===== config.mk =====
export PLATFORM = sky130hd
export DESIGN_NAME = alu_arbiter
export DESIGN_NICKNAME = d
export VERILOG_FILES = /design/src/rtl/alu_arbiter.sv
export SDC_FILE = /design/constraint.sdc
export NUM_CORES = 1
export LEC_CHECK = 0
export CORE_UTILIZATION = 37
export CTS_BUF_LIST = sky130_fd_sc_hd__clkbuf_8
export CTS_CLUSTER_SIZE = 12
export DETAILED_ROUTE_END_ITERATION = 10
export GPL_ROUTABILITY_DRIVEN = 0
export PLACE_DENSITY_LB_ADDON = 0.08
export SLEW_MARGIN = 15
export SYNTH_ARGS = -nofsm -noshare
export SYNTH_HDL_FRONTEND = slang
export SYNTH_SLANG_ARGS = --single-unit

===== constraint.sdc =====
create_clock -name clk_i -period 2.1 [get_ports clk_i]
set_clock_uncertainty 0.2 [all_clocks]
set_input_delay 0.42 -clock clk_i [delete_from_list [all_inputs] [get_ports clk_i]]
set_output_delay 0.42 -clock clk_i [all_outputs]
set_load 0.05 [all_outputs]

===== src/rtl/alu_arbiter.sv =====
// alu_arbiter: round-robin share of one calculator ALU among NumRequesters
// requesters. One transaction at a time: accept a winner's operands, issue
// them to the ALU, collect the result and hand it back to that requester.
//
// Ports
//   clk_i, rst_i                     clock, synchronous active-high reset
//   req_left_i/right_i/op_i          per-requester operands and op
//   req_in_valid_i / req_in_ready_o  per-requester operand handshake
//   req_result_o                     captured result, shared by all requesters
//   req_out_valid_o / req_out_ready_i per-requester result handshake
//   alu_left_o/right_o/op_o          registered operands to the ALU
//   alu_in_valid_o / alu_in_ready_i  ALU operand handshake
//   alu_result_i, alu_out_valid_i, alu_out_ready_o  ALU result handshake
//   grant_o                          current / last granted requester
//   busy_o                           transaction in flight

package calc_pkg;
    typedef logic [15:0] num_t;
    typedef enum logic [1:0] {OP_ADD, OP_SUB, OP_MUL, OP_DIV} op_t;
endpackage

module alu_arbiter #(
    parameter int NumRequesters = 2,
    localparam int GW = $clog2(NumRequesters)
) (
    input  logic                                   clk_i,
    input  logic                                   rst_i,
    input  calc_pkg::num_t [NumRequesters-1:0]     req_left_i,
    input  calc_pkg::num_t [NumRequesters-1:0]     req_right_i,
    input  calc_pkg::op_t  [NumRequesters-1:0]     req_op_i,
    input  logic           [NumRequesters-1:0]     req_in_valid_i,
    output logic           [NumRequesters-1:0]     req_in_ready_o,
    output calc_pkg::num_t                         req_result_o,
    output logic           [NumRequesters-1:0]     req_out_valid_o,
    input  logic           [NumRequesters-1:0]     req_out_ready_i,
    output calc_pkg::num_t                         alu_left_o,
    output calc_pkg::num_t                         alu_right_o,
    output calc_pkg::op_t                          alu_op_o,
    output logic                                   alu_in_valid_o,
    input  logic                                   alu_in_ready_i,
    input  calc_pkg::num_t                         alu_result_i,
    input  logic                                   alu_out_valid_i,
    output logic                                   alu_out_ready_o,
    output logic           [GW-1:0]                grant_o,
    output logic                                   busy_o
);
    import calc_pkg::*;

    typedef struct packed {
        num_t left;
        num_t right;
        op_t  op;
    } alu_req_t;

    typedef enum logic [1:0] {S_IDLE, S_ISSUE, S_WAIT_RESULT, S_DELIVER} state_t;

    state_t         state_q, state_d;
    alu_req_t       cap_q;
    num_t           result_q;
    logic [GW-1:0]  grant_q, last_q;
    logic [GW-1:0]  winner;
    logic           found;
    logic           accept;
    int             idx;

    // Round-robin scan starting just after the last grant, wrapping modulo
    // NumRequesters (which need not be a power of two).
    always_comb begin
        found  = 1'b0;
        winner = '0;
        idx    = 0;
        for (int k = 1; k <= NumRequesters; k++) begin
            idx = int'(last_q) + k;
            if (idx >= NumRequesters) idx = idx - NumRequesters;
            if (!found && req_in_valid_i[idx[GW-1:0]]) begin
                found  = 1'b1;
                winner = idx[GW-1:0];
            end
        end
    end

    assign accept = (state_q == S_IDLE) && found;

    for (genvar g = 0; g < NumRequesters; g++) begin : g_lane
        assign req_in_ready_o[g]  = accept && (winner == GW'(g));
        assign req_out_valid_o[g] = (state_q == S_DELIVER) && (grant_q == GW'(g));
    end

    always_comb begin
        state_d         = state_q;
        alu_in_valid_o  = 1'b0;
        alu_out_ready_o = 1'b0;
        unique case (state_q)
            S_IDLE: begin
                if (found) state_d = S_ISSUE;
            end
            S_ISSUE: begin
                alu_in_valid_o = 1'b1;
                if (alu_in_ready_i) state_d = S_WAIT_RESULT;
            end
            S_WAIT_RESULT: begin
                alu_out_ready_o = 1'b1;
                if (alu_out_valid_i) state_d = S_DELIVER;
            end
            S_DELIVER: begin
                // Only the granted requester's ready can retire the result.
                if (req_out_ready_i[grant_q]) state_d = S_IDLE;
            end
            default: state_d = S_IDLE;
        endcase
    end

    always_ff @(posedge clk_i) begin
        if (rst_i) begin
            state_q  <= S_IDLE;
            cap_q    <= '{left: '0, right: '0, op: OP_ADD};
            result_q <= '0;
            grant_q  <= '0;
            // Last grant starts at the top index so requester 0 wins first.
            last_q   <= GW'(NumRequesters - 1);
        end else begin
            state_q <= state_d;
            if (accept) begin
                cap_q   <= '{left: req_left_i[winner], right: req_right_i[winner],
                             op: req_op_i[winner]};
                grant_q <= winner;
                last_q  <= winner;
            end
            if (state_q == S_WAIT_RESULT && alu_out_valid_i) result_q <= alu_result_i;
        end
    end

    assign alu_left_o   = cap_q.left;
    assign alu_right_o  = cap_q.right;
    assign alu_op_o     = cap_q.op;
    assign req_result_o = result_q;
    assign grant_o      = grant_q;
    assign busy_o       = (state_q != S_IDLE);

endmodule


== After elaboration in Yosys (flattened, before gate mapping) ==
Index checks and enable logic that the tools add are counted.
W data, S select, Z words.
Storage, ports and cells
  bits in registers: 54
  input bits: 92
  output and inout bits: 58
Cells by class
  add/sub/neg operators: 4
  $lt $le $gt $ge: 6
  eq/ne operators: 7
  muxes and demuxes: 25
  bitwise logic cells: 2
  reduce and logical (&&, ||, !) cells: 11
Operators with widths (number)
  $mux W16: 4
  $mux W1: 14
  $mux W2: 6
  $lt A1 B2 Y1 const B: 4
  $pmux W2 S4: 1
  $logic_and A1 B1 Y1: 7
  $ne A2 B2 Y1 const B: 3
  $eq A2 B2 Y1 const B: 2
  $reduce_and A4 Y1: 1
  $add A1 B2 Y3 const B: 1
  $ge A3 B2 Y1 const B: 1
  $add A1 B1 Y2 const B: 1
  $eq A2 B1 Y1 const B: 1
  $ge A2 B2 Y1 const B: 1
  $logic_not A2 Y1: 1
  $ne A2 B1 Y1 const B: 1
  $not A1 Y1: 2
  $reduce_bool A2 Y1: 1
  $sub A1 B1 Y1 const B: 2
  $logic_not A1 Y1: 1

== Longest topological paths before layout ==
Gate-level depths: netlist of the first run.
  word-level depth: 11
  mapped depth: 7
  mapped depth without buffers: 5

== Least setup slack after synthesis of the first run ==
OpenSTA, ideal clock, no wires.
  path type: input to output
  start: input port req_in_valid_i[0]
  end: output port req_in_ready_o[1]
  arrival: 1.435 ns
  required time: 1.480 ns
  path slack: 0.045 ns
  stages: 4
  cells stage by stage: buf_2 -> a21boi_4 -> buf_6 -> and2_1
Between the ends
  cells in the longest elaborated chain, start to end: 8
  elaborated cells between the ends (all ways): 12
  those cells by class: mux: 8; reduce/logical: 4
RTL lines
  from (decl): line 31  | input logic [NumRequesters-1:0] req_in_valid_i,
  $mux W1 (implied by the code) (2 in a row): line 75  | if (!found && req_in_valid_i[idx[GW-1:0]]) begin
  $mux W1: line 75
  $logic_not A1 Y1: line 75
  $logic_and A1 B1 Y1: line 75
  $mux W1: line 75
  $logic_and A1 B1 Y1: line 82  | assign accept = (state_q == S_IDLE) && found;
  $logic_and A1 B1 Y1 (*): line 85  | assign req_in_ready_o[g] = accept && (winner == GW'(g));
  to (decl): line 32  | output logic [NumRequesters-1:0] req_in_ready_o,
Every way passes the cells marked *; elsewhere a longest branch is shown, timed or not. The select of a mux whose other input is x is not followed.

== Final worst setup path of the first run ==
  start: register result_q[11], in the netlist req_result_o[11]
  end: output port req_result_o[11]
RTL lines
  from (decl): line 59  | num_t result_q;
  from (signal assigned): line 129  | if (state_q == S_WAIT_RESULT && alu_out_valid_i) result_q <= alu_result_i;
  to (decl): line 33  | output calc_pkg::num_t req_result_o,
No word-level cell between the ends.

==> impl_results.md, run 1 <==
- Outcome: finished, final reports clean
- Pre-Repair DR Iteration Count: 4
- Leakage dissipation: 1.802 nW
- Clock sink count: 54
- Psw: 1.875 mW
- YS warnings: 0
- I/O pin cnt: 150
- Top cell type's share of synthesized area: 0.4701
- PwrDens: 1056 nW/um2
- Vias: 2338
- H-tree depth: 2
- EDFF count, synth: 0
- Worst Path Required: 1480 ps
- Layout area overhead: 75.95%
- Vias in the first global route: 2197
- Drt via density: 5.207
- Crit-path slowest cell: clkdlybuf4s50_1
- Unrepaired setup endpoints after global routing: true
- Most common cell in the netlist: dfxtp_1
- Final Hold Viols: 0
- Final min period: 2066 ps
- Post-synth top cells: dfxtp_1, a32oi_1, nand2_1, o2bb2ai_1, a21oi_1
- Cell Rows: 28
- Crit share post-route: 0.9838
- Share of cells above drive strength 1: 0.1631
- Clock Power Share: 0.136
- Syn nets: 325
- Synth unique cells: 28
- Die area: 6534 um2
- Drc violations: 0
- Synth Instances: 228
- Power Internal: 2.397 mW
- Reg area: 1081 um2
- Worst slew pin tran: 529.2 ps
- First-pass GRT wire length: 10070 um
- CP bufs+invs: 1
- Overall Power: 4.271 mW
- Post-CTS Setup Inserts: 0
- Critical path depth in cells: 1
- Worst Setup Path Type: flop to output pin
- Crit path cell chain: clkdlybuf4s50_1
- Yosys reg bits: 54
- Async SR Flop Fraction: 0
- Crit path max-delay family: buffers and inverters
- Clk root buf: clkbuf_8
- Setup crit end kind: output pin
- Num CTS Buffers: 5
- Largest net degree at the start of global routing: 36
- Post-route ant nets: 0
- Number of diodes: 0
- Starting density of the core: 0.3861
- Clk_lat worst skew: 300 ps
- Grt ovf: 0
- Post-CTS sizing: 3
- Combinational share of power: 0.540
- DR WL/cell: 15.05 um
- Leading area contributor after synthesis: dfxtp_1
- Hold Path Origin: req_result_o[7]
- Post-DP HPWL: 4901 um
- MaxCap Viol Count: 0
- Nets: 470
- Die H: 80.84 um
- Worst path arrival time: 1450 ps
- CP Launch Point: req_result_o[11]
- Startpoint Class: flop
- Multi-input logic area: 1099 um2
- Die W: 80.84 um
- Hold Crit Class: flop to flop
- CP max FO: 2
- Placed Area: 3882 um2
- Startpoint of the worst register-to-register path: state_q[0]
- Ys flop type: dfxtp_1
- Slowest stage delay, CP: 800 ps
- Seq/Total Area, Yosys: 0.4701
- RR Endpoint: state_q[0]
- CP endpoint: req_result_o[11]
- Reg2reg path depth: 5
- Wirelength, routed: 6758 um
- R2r setup slk: 230 ps
- Final Instance Area: 4046 um2
- Iteration-0 DRC Markers: 57
- Clk buf depth: 2
- Sw Share: 0.4389
- Slew margin rel.: 0.6464
- Initial antenna violation count: 0
- Avg Inst Size Synth: 10.09 um2
- Upper clock frequency limit: 484.1 MHz
- Hold_buf cts: 0
- Synthesized area: 2300 um2
- Ranking of synthesized cells by area: dfxtp_1, a32oi_1, o2bb2ai_1
- Core ar.: 5956 um2
- Clock transition at path regs: 100 ps
- Hold path depth: 2
- Seq pwr share: 0.324
- Finish-stage setup viols: 0
- Number of I/O port buffers: 149
- Max-slew violation count: 0
- CTS tree: yes
- Worst vdd ir: 0.6105 mV
- Filler cells: 483
- GRT Resource Usage Total: 0.1965
[placed cells by master, fill, tap and decap left out, drive strengths merged]
| cell type | n |
|---|---|
| clkinv | 1 |
| clkdlybuf4s50 | 98 |
| o21bai | 1 |
| a221o | 1 |
| and2b | 1 |
| inv | 5 |
| dlymetal6s2s | 20 |
| a22oi | 1 |
| buf | 43 |
| o21a | 1 |
| nor2b | 2 |
| nor3b | 1 |
| dfxtp | 54 |
| nand2b | 5 |
| nand2 | 34 |
| nor2 | 3 |
| a2111oi | 1 |
| a32oi | 34 |
| clkbuf | 6 |
| a21boi | 1 |
| o2bb2ai | 34 |
| mux2i | 3 |
| a21oi | 16 |
| and2 | 3 |
| ha | 5 |
[sequential cells by signal (all words and copies together), names as in the netlist]
register and flops:
last_q 1, alu_op_o 2, alu_right_o 16, req_result_o 16, state_q 2, grant_o 1, alu_left_o 16
[cell families after synthesis]
logic type / count (synthesis) / share of synthesized area
muxes: 3 / 0.01306
buffers and inverters: 27 / 0.06202
AOI/OAI and AO/OA: 90 / 0.3281
DFF: 54 / 0.4701
adders and majority gates: 5 / 0.02720
and+or+nand+nor: 49 / 0.09957
[per-stage QoR]
stage | hold WS, ps | util | TNS (ps) | setup slack, ps | cells
floorplan | 280.7 | - | 0 | 45.06 | 228
detailed placement | 248.3 | 0.6519 | -56.98 | -50.69 | 441
CTS | 261.9 | 0.6697 | 0 | 2.274 | 449
global route | 287.6 | 0.6794 | -3.498 | -3.498 | 449
finish | 256.0 | 0.6794 | 0 | 34.10 | 449
global placement | 241.3 | 0.6519 | 0 | 45.18 | 441
[power by group through the flow]
stage | Clock, mW | Sequential (mW) | Combinational (mW)
6_report | 0.582 | 1.38 | 2.31
5_1_grt | 0.643 | 1.42 | 2.42
2_1_floorplan | 0 | 2.14 | 0.680
3_5_place_dp | 0 | 1.41 | 2.29
4_1_cts | 0.610 | 1.39 | 2.32
3_3_place_gp | 0 | 1.40 | 2.27
[routing by layer]
layer | vias up | routed length [um] | GRT usage
li1 | 1158 | - | -
met3 | 9 | 656 | 0.06180
met1 | 1069 | 2813 | 0.2294
met5 | - | 0 | 0
met4 | 0 | 110 | 0.06071
met2 | 102 | 3178 | 0.3412
[cell type report]
cell class                 instances  share of cell area
clock buffer                       6             0.02041
inverter                           4            0.003711
sequential                        54              0.2672
timing repair buffer             161              0.4119
tap                               75             0.02319
clock inverter                     2            0.002165
multi-input combinational        147              0.2715
[how the worst min path moves through the flow]
stage	endpoint	slack, ps
detailed placement	req_result_o[7]	250
finish	req_result_o[7]	260
CTS	req_result_o[7]	260
global placement	req_result_o[11]	240
floorplan	state_q[1]	280
global route	alu_left_o[9]	290
No activity file was read; power rests on OpenSTA's default activity.
==> run 2, diff against run 1 <==
--- a/config.mk
+++ b/config.mk
@@ -5,12 +5,14 @@
 export SDC_FILE = /design/constraint.sdc
 export NUM_CORES = 1
 export LEC_CHECK = 0
+export CORE_ASPECT_RATIO = 0.6
 export CORE_UTILIZATION = 37
 export CTS_BUF_LIST = sky130_fd_sc_hd__clkbuf_8
 export CTS_CLUSTER_SIZE = 12
 export DETAILED_ROUTE_END_ITERATION = 10
 export GPL_ROUTABILITY_DRIVEN = 0
 export PLACE_DENSITY_LB_ADDON = 0.08
+export SKIP_CTS_REPAIR_TIMING = 1
 export SLEW_MARGIN = 15
 export SYNTH_ARGS = -nofsm -noshare
 export SYNTH_HDL_FRONTEND = slang
==> impl_results.md, run 2 (same netlist as run 1, synthesis figures left out) <==
- Number of I/O port buffers: 149
- Startpoint of the worst register-to-register path: state_q[0]
- Startpoint Class: flop
- PwrDens: 1074 nW/um2
- R2r setup slk: 250 ps
- Starting density of the core: 0.3978
- Slew margin rel.: 0.6272
- Hold Path Sink: req_result_o[0]
- DR WL/cell: 15.39 um
- Unrepaired setup endpoints after global routing: false
- Crit share post-route: 0.9835
- Grt ovf: 0
- Clock sink count: 54
- Pre-Repair DR Iteration Count: 4
- Max-slew violation count: 0
- Nets: 472
- Drc violations: 0
- I/O pin cnt: 150
- Crit path max-delay family: buffers and inverters
- Die H: 63.07 um
- First-pass GRT wire length: 11190 um
- GRT Resource Usage Total: 0.2110
- Vias in the first global route: 2260
- Post-route ant nets: 0
- Hold path depth: 2
- Clk root buf: clkbuf_8
- Final Hold Viols: 0
- Core ar.: 5781 um2
- Leakage dissipation: 1.745 nW
- Post-DP HPWL: 5214 um
- Worst Setup Path Type: flop to output pin
- Number of diodes: 0
- Crit path cell chain: clkdlybuf4s50_1
- Initial antenna violation count: 0
- Setup crit end kind: output pin
- Clk buf depth: 2
- Outcome: finished, final reports clean
- Iteration-0 DRC Markers: 67
- Die area: 6545 um2
- Wirelength, routed: 7018 um
- Die W: 103.8 um
- RR Endpoint: state_q[0]
- Largest net degree at the start of global routing: 36
- Clk_lat worst skew: 300 ps
- Crit-path slowest cell: clkdlybuf4s50_1
- Drt via density: 5.149
- Worst Path Required: 1480 ps
- MaxCap Viol Count: 0
- Hold Path Origin: req_result_o[0]
- CP max FO: 2
- CP bufs+invs: 1
- Worst slew pin tran: 557.8 ps
- Setup total negative slack: 0 ps
- Slowest stage delay, CP: 800 ps
- Reg2reg path depth: 5
- Clock transition at path regs: 100 ps
- Commonest non-fill, non-tap cell in the layout: clkdlybuf4s50_1
- Num CTS Buffers: 5
- H-tree depth: 2
- Filler cells: 468
- Placed insts: 448
- CTS tree: yes
- Cell Rows: 21
- Upper clock frequency limit: 484.2 MHz
- Commonest cells after routing, fill and taps aside: clkdlybuf4s50_1, dfxtp_1, buf_4
- Finish-stage setup viols: 0
- Final min period: 2065 ps
- Layout area overhead: 75.03%
- Worst path arrival time: 1450 ps
- Share of cells above drive strength 1: 0.1941
- Non-filler cells, final: 456
- Vias: 2348
- Hold Crit Class: flop to flop
- Worst vdd ir: 0.6804 mV
[run 2: cell count changes in the layout (fill, tap and decap cells not counted), sizes merged]
cell / previous run / this run
clkinv: 1 / 0
buf: 43 / 54
dlymetal6s2s: 20 / 16
clkdlybuf4s50: 98 / 93
clkinvlp: 0 / 1
[run 2: through the flow]
stage	worst slack (ps)	hold slack (ps)	power (mW)	util	area, um2
finish	34.63	255.7	4.322	0.6963	4025
global route	0.1117	280.3	4.534	0.6963	4025
CTS	-47.74	260.1	4.331	0.6864	3968
detailed placement	-89.09	245.7	3.705	0.6693	3869
global placement	-26.55	241.7	3.678	0.6693	3869
floorplan	45.06	280.7	2.815	-	2300
[run 2: cell type report]
class	instances	area [um2]	share of cell area
Multi-Input combinational cell	147	1091	0.2711
Sequential cell	54	1084	0.2692
Tap cell	80	100.1	0.02487
Clock inverter	2	16.27	0.004041
Clock buffer	6	82.58	0.02052
Inverter	4	15.01	0.003730
Timing Repair Buffer	163	1637	0.4066
[run 2: power breakdown]
| part | internal (mW) | switching [mW] | total [mW] | leakage (nW) |
|---|---|---|---|---|
| sequential | 1.26 | 0.135 | 1.39 | 0.443 |
| clock | 0.272 | 0.350 | 0.622 | 0.0478 |
| combinational | 0.874 | 1.43 | 2.31 | 1.25 |
[run 2: layer usage]
layer	wire length, um	global-route usage	vias to the layer above	share of wire
met1	3304	0.2747	1101	0.47
li1	-	-	1160	-
met4	17	0.03214	0	0.0024
met3	488	0.06004	2	0.070
met5	0	0	-	0
met2	3208	0.3557	85	0.46
[run 2: how the worst max path moves through the flow]
stage	cells after the start	endpoint	slack (ps)	startpoint
finish	1	alu_right_o[10]	30	alu_right_o[10]
global placement	4	req_in_ready_o[0]	-30	req_in_valid_i[0]
detailed placement	6	state_q[0]	-90	req_in_valid_i[0]
floorplan	4	req_in_ready_o[1]	50	req_in_valid_i[0]
global route	1	alu_right_o[10]	0.1	alu_right_o[10]
CTS	5	req_in_ready_o[0]	-50	state_q[0]
